===== config.mk =====
export PLATFORM = sky130hd
export DESIGN_NAME = uart_stream_rx
export DESIGN_NICKNAME = d
export VERILOG_FILES = /design/src/rtl/uart_stream_rx.sv
export SDC_FILE = /design/constraint.sdc
export NUM_CORES = 1
export LEC_CHECK = 0
export CORE_ASPECT_RATIO = 0.6
export CORE_MARGIN = 2
export CORE_UTILIZATION = 40
export DETAILED_ROUTE_END_ITERATION = 12
export GPL_ROUTABILITY_DRIVEN = 1
export PLACE_DENSITY = 0.71
export SETUP_SLACK_MARGIN = 0.3
export SLEW_MARGIN = 20
export SYNTH_ARGS = -nofsm -noshare
export SYNTH_HDL_FRONTEND = slang
export SYNTH_SLANG_ARGS = --single-unit

===== constraint.sdc =====
create_clock -name i_clk -period 2.1 [get_ports i_clk]
set_input_delay 0.21 -clock i_clk [delete_from_list [all_inputs] [get_ports i_clk]]
set_output_delay 0.21 -clock i_clk [all_outputs]
set_load 0.01 [all_outputs]

===== src/rtl/uart_stream_rx.sv =====
// 8N1 UART receiver feeding a small FIFO that presents received bytes as an
// AXI-Stream-style beat stream (tdata/tlast/tvalid/tready) with error pulses.
module uart_stream_rx #(
  parameter int          CLK_FREQ  = 16000000,
  parameter int          BAUD      = 57600,
  parameter int          DEPTH     = 4,
  parameter logic [7:0]  LAST_CHAR = 8'h0A
) (
  input  logic       i_clk,
  input  logic       i_rst,
  input  logic       i_uart_rx,
  output logic [7:0] o_tdata,
  output logic       o_tlast,
  output logic       o_tvalid,
  input  logic       i_tready,
  output logic       o_frame_err,
  output logic       o_overrun
);

  localparam int DIV = (CLK_FREQ + BAUD / 2) / BAUD;
  localparam int CW  = $clog2(DIV + 1);
  localparam int AW  = $clog2(DEPTH);

  localparam logic [CW-1:0] HALF_LOAD = CW'(DIV / 2 - 1);
  localparam logic [CW-1:0] BIT_LOAD  = CW'(DIV - 1);
  localparam logic [CW-1:0] CNT_ONE   = CW'(1);

  typedef enum logic [2:0] {
    ST_IDLE,
    ST_START,
    ST_DATA,
    ST_STOP,
    ST_BREAK
  } state_t;

  logic [1:0]    sync_reg;
  logic          rx_s;

  state_t        state_reg, state_next;
  logic [CW-1:0] cnt_reg, cnt_next;
  logic [2:0]    bit_idx_reg, bit_idx_next;
  logic [7:0]    shift_reg, shift_next;
  logic          push;
  logic          frame_err_next;

  logic [AW:0]   wr_ptr_reg, rd_ptr_reg;
  logic [8:0]    mem [DEPTH];
  logic          empty, full, pop, wr_en, overrun_next;
  logic          frame_err_reg, overrun_reg;

  // Presetting to 1 keeps a reset release from looking like a start edge.
  always_ff @(posedge i_clk or posedge i_rst) begin
    if (i_rst) begin
      sync_reg <= 2'b11;
    end else begin
      sync_reg <= {sync_reg[0], i_uart_rx};
    end
  end

  assign rx_s = sync_reg[1];

  always_ff @(posedge i_clk or posedge i_rst) begin
    if (i_rst) begin
      state_reg   <= ST_IDLE;
      cnt_reg     <= '0;
      bit_idx_reg <= '0;
      shift_reg   <= '0;
    end else begin
      state_reg   <= state_next;
      cnt_reg     <= cnt_next;
      bit_idx_reg <= bit_idx_next;
      shift_reg   <= shift_next;
    end
  end

  always_comb begin
    state_next     = state_reg;
    cnt_next       = cnt_reg;
    bit_idx_next   = bit_idx_reg;
    shift_next     = shift_reg;
    push           = 1'b0;
    frame_err_next = 1'b0;
    case (state_reg)
      ST_IDLE: begin
        if (!rx_s) begin
          cnt_next   = HALF_LOAD;
          state_next = ST_START;
        end
      end
      ST_START: begin
        if (cnt_reg != '0) begin
          cnt_next = cnt_reg - CNT_ONE;
        end else if (rx_s) begin
          state_next = ST_IDLE;
        end else begin
          cnt_next     = BIT_LOAD;
          bit_idx_next = '0;
          state_next   = ST_DATA;
        end
      end
      ST_DATA: begin
        if (cnt_reg != '0) begin
          cnt_next = cnt_reg - CNT_ONE;
        end else begin
          shift_next = {rx_s, shift_reg[7:1]};
          cnt_next   = BIT_LOAD;
          if (bit_idx_reg == 3'd7) begin
            state_next = ST_STOP;
          end else begin
            bit_idx_next = bit_idx_reg + 3'd1;
          end
        end
      end
      ST_STOP: begin
        // Leaving at mid-stop gives half a bit of slack for the next start edge.
        if (cnt_reg != '0) begin
          cnt_next = cnt_reg - CNT_ONE;
        end else if (rx_s) begin
          push       = 1'b1;
          state_next = ST_IDLE;
        end else begin
          frame_err_next = 1'b1;
          state_next     = ST_BREAK;
        end
      end
      ST_BREAK: begin
        if (rx_s) begin
          state_next = ST_IDLE;
        end
      end
      default: state_next = ST_IDLE;
    endcase
  end

  assign empty = (wr_ptr_reg == rd_ptr_reg);
  assign full  = (wr_ptr_reg[AW-1:0] == rd_ptr_reg[AW-1:0]) &&
                 (wr_ptr_reg[AW] != rd_ptr_reg[AW]);
  assign pop   = !empty && i_tready;
  // A pop in the same cycle frees the slot the push lands in.
  assign wr_en        = push && (!full || pop);
  assign overrun_next = push && full && !pop;

  always_ff @(posedge i_clk or posedge i_rst) begin
    if (i_rst) begin
      wr_ptr_reg <= '0;
      rd_ptr_reg <= '0;
      for (int i = 0; i < DEPTH; i++) begin
        mem[i] <= '0;
      end
    end else begin
      if (wr_en) begin
        mem[wr_ptr_reg[AW-1:0]] <= {(shift_reg == LAST_CHAR), shift_reg};
        wr_ptr_reg              <= wr_ptr_reg + 1'b1;
      end
      if (pop) begin
        rd_ptr_reg <= rd_ptr_reg + 1'b1;
      end
    end
  end

  always_ff @(posedge i_clk or posedge i_rst) begin
    if (i_rst) begin
      frame_err_reg <= 1'b0;
      overrun_reg   <= 1'b0;
    end else begin
      frame_err_reg <= frame_err_next;
      overrun_reg   <= overrun_next;
    end
  end

  assign o_tvalid    = !empty;
  assign o_tdata     = mem[rd_ptr_reg[AW-1:0]][7:0];
  assign o_tlast     = mem[rd_ptr_reg[AW-1:0]][8];
  assign o_frame_err = frame_err_reg;
  assign o_overrun   = overrun_reg;

endmodule


==> impl_metrics.toml <==
[critical_path]
critPathRequiredTime_ns = 2.32
start_kind = "flop"
crit_path_end_kind = "flop"
path_cells = "inv_2 > ha_4 > or4b_4 > nor4_4 > buf_6 > nand3_2 > buf_12 > mux2_2"
critPathArrivalTime_ns = 2.31
path_class = "reg -> reg"
crit_buf_inv = 3
path_delay_family = "simple AND/OR/NAND/NOR gates"
worstPathMaxFanout = 9
crit_slowest_cell = "or4b_4"
cpPeakStageDelay_ns = 0.47

[sta]
fin_skew_ns = 0.00598
fin_ws_ns = 0.00612
finalSetupViolations = 0
whs_ns = 0.284
min_period_ns = 2.09
relSlewSlack_pct = 71.5
hold_viol_final = 0
rsz0062_at_grt = "true"
tightest_slew_ns = 0.424
fin_crit_sh_pct = 99.7
drv_slew = 0
max_freq_mhz = 478

[synthesis]
syn_avg_cell_area_um2 = 13.4
syn_inst = 245
synthTopCellsByArea = "dfrtp_1 (51%), mux2_2 (16%), mux4_2 (6.2%)"
synth-compound-area-share_pct = 7.22
async_flop_share_pct = 100
synth_warnings = 0
synthXorXnorAreaFrac_pct = 1.86
synth_top_cell_by_area = "dfrtp_1"
yosysSeqAreaShare_pct = 52.5
synth_edf_count = 0
synth_fa_ha_area_share_pct = 3.04
synthFlopType = "dfrtp_1"
muxShareOfSynthArea_pct = 23.2
synthesis.nets = 257
synth_top_family_by_area = "multiplexers"
ys_types = 48
ys_ff_latch = 69
synth_common_cells = "dfrtp_1 (67), mux2_2 (48), inv_1 (13)"
syn_area_um2 = 3290
netlist.area_leader.share_pct = 50.9
yosys.area_share.simple_pct = 9.57
synth_most_common_cell = "dfrtp_1"

[global_route]
track_usage_pct = 19.0
overflow = 0
grt_pass1_wl_mm = 12.5
first_global_vias = 2247
antenna_found_initial = 0
grt_max_degree = 70

[finish]
diodes = 0
syn2layout_area_growth_pct = 37.1
finalNonFillerCells = 416
fillers = 630
drive_above_1_share_pct = 49.7
largest_reg_flops = 36
fin_nets = 315

[floorplanning]
rows = 25
start_util_pct = 41.5
die_h_um = 74.3
core_um2 = 7950
die-area_um2 = 9000
fp.dieW_um = 121
io_pins = 16

[cts]
h-tree-depth = 3
numCtsBuffers = 9
cts_hold_buffers = 0
cts_tree = "done"
clock_latency_ns = 0.34
clk_transition_reported_paths_ns = 0.06
root_buffer = "clkbuf_16"
cts_sinks = 69
clockBufferDepth = 2

[drt]
first_iter_violations = 169
firstDrtPassIters = 4
drcViolationCount = 0
final_antenna_net_count = 0
routed_via_density = 5.50
drt_wl_total_mm = 7.70
post_drt_wl_per_cell_um = 18.5
dr_total_vias = 2290

[placed_design]
hpwl_mm = 4.70
port_buffers = 15
pre_cts_slack_ns = -0.139
placedCellCount = 382
gp_congestion = 0.912

[power_and_ir_drop]
ir_worst_vdd_v = 0.000476
power_leakage_uw = 0.00208
powerDensity_nw_per_um2 = 691

[outcome]
outcome = "finished clean"

[flow_run]
cap_violations = 0

[worst_hold_path]
worstHoldPathType = "in -> reg"
==> placed cells by master, fill, tap and decap left out, types with 3 or more instances in the layout <==
cell,n
dfrtp_1,65
mux2_2,37
buf_6,21
buf_4,20
mux2_4,11
inv_1,10
clkbuf_16,10
mux4_2,9
nor2_1,8
ha_1,7
nand2_1,6
a21oi_1,5
clkdlybuf4s50_1,5
xnor2_1,4
nand3_4,4
nor4_4,3
nand3_1,3
a211oi_1,3
o22ai_1,3
bufinv_16,3
clkbuf_2,3
buf_12,3
==> worst reg2reg max path, delay by kind of cell, from the launching register on <==
family,cells,cell delay [ns]
buffers and inverters,3,0.44
adders and majority gates,1,0.13
and+or+nand+nor,3,0.73
DFF,1,0.39
muxes,1,0.27
==> power breakdown <==
part	switching [uW]	internal [uW]	leakage, uW
registers	3.05	1330	0.000931
logic	33.2	11.4	0.000984
clock network	549	1190	0.000167
total	585	2540	0.00208
==> layer usage <==
layer / routed length, um / vias to the layer above / GRT usage [%]
li1: - / 1042 / -
met2: 3120 / 96 / 24.8
met1: 3890 / 1138 / 29.3
met3: 577 / 14 / 5.83
met4: 113 / 0 / 6.90
met5: 0 / - / 0
==> logic make-up (layout without fill, tap and decap cells) <==
group | after synthesis | count (layout)
AOI/OAI and AO/OA | 34 | 34
xor gates and xnor gates | 7 | 7
muxes | 59 | 59
DFF | 69 | 69
adders and majority gates | 8 | 8
buffers and inverters | 21 | 83
and+or+nand+nor | 47 | 48
==> through the flow <==
step	area, um2	util [%]	setup TNS (ns)	power [uW]
floorplan	3330	-	-2.78	1380
global placement	3780	47.6	-0.638	1400
detailed placement	3780	47.6	-3.29	1400
CTS	4370	54.9	0	3150
global route	4520	56.9	-0.538	3220
finish	4520	56.9	0	3120
==> what timing repair did <==
| item | 4_1_cts | 5_1_grt |
|---|---|---|
| cloned | 2 | 0 |
| setup endpoints to repair | 70 | 73 |
| pin swaps | 18 | 5 |
| resized for setup | 52 | 50 |
| setup buffers | 12 | 4 |
==> final timing paths <==
| path | startpoint | end | slack, ns | depth (start not counted) |
|---|---|---|---|---|
| hold / removal | i_uart_rx | sync_reg[0]$_DFF_PP1_ | 0.28 | 1 |
| min in group asynchronous | i_rst | cnt_reg[1]$_DFFE_PP0P_ | 0.33 | 3 |
| max in group asynchronous | i_rst | sync_reg[0]$_DFF_PP1_ | 1.46 | 3 |
| setup / recovery | cnt_reg[1]$_DFFE_PP0P_ | mem[16]$_DFFE_PP0P_ | 0.006 | 8 |
| hold reg to reg | sync_reg[0]$_DFF_PP1_ | sync_reg[1]$_DFF_PP1_ | 0.36 | 0 |
| setup reg to reg | cnt_reg[1]$_DFFE_PP0P_ | mem[16]$_DFFE_PP0P_ | 0.006 | 8 |
==> layout make-up <==
cell class	instances	area, um2	share of cell area, %
clock buffers	12	246	5.46
inverters	13	52.6	1.16
flip-flops and latches	69	1730	38.3
multi-input cells	156	1710	37.7
well taps	108	135	2.99
clock inverters	4	95.1	2.10
repair buffers	54	552	12.2
Note: power is estimated with default switching activity, not from simulation.
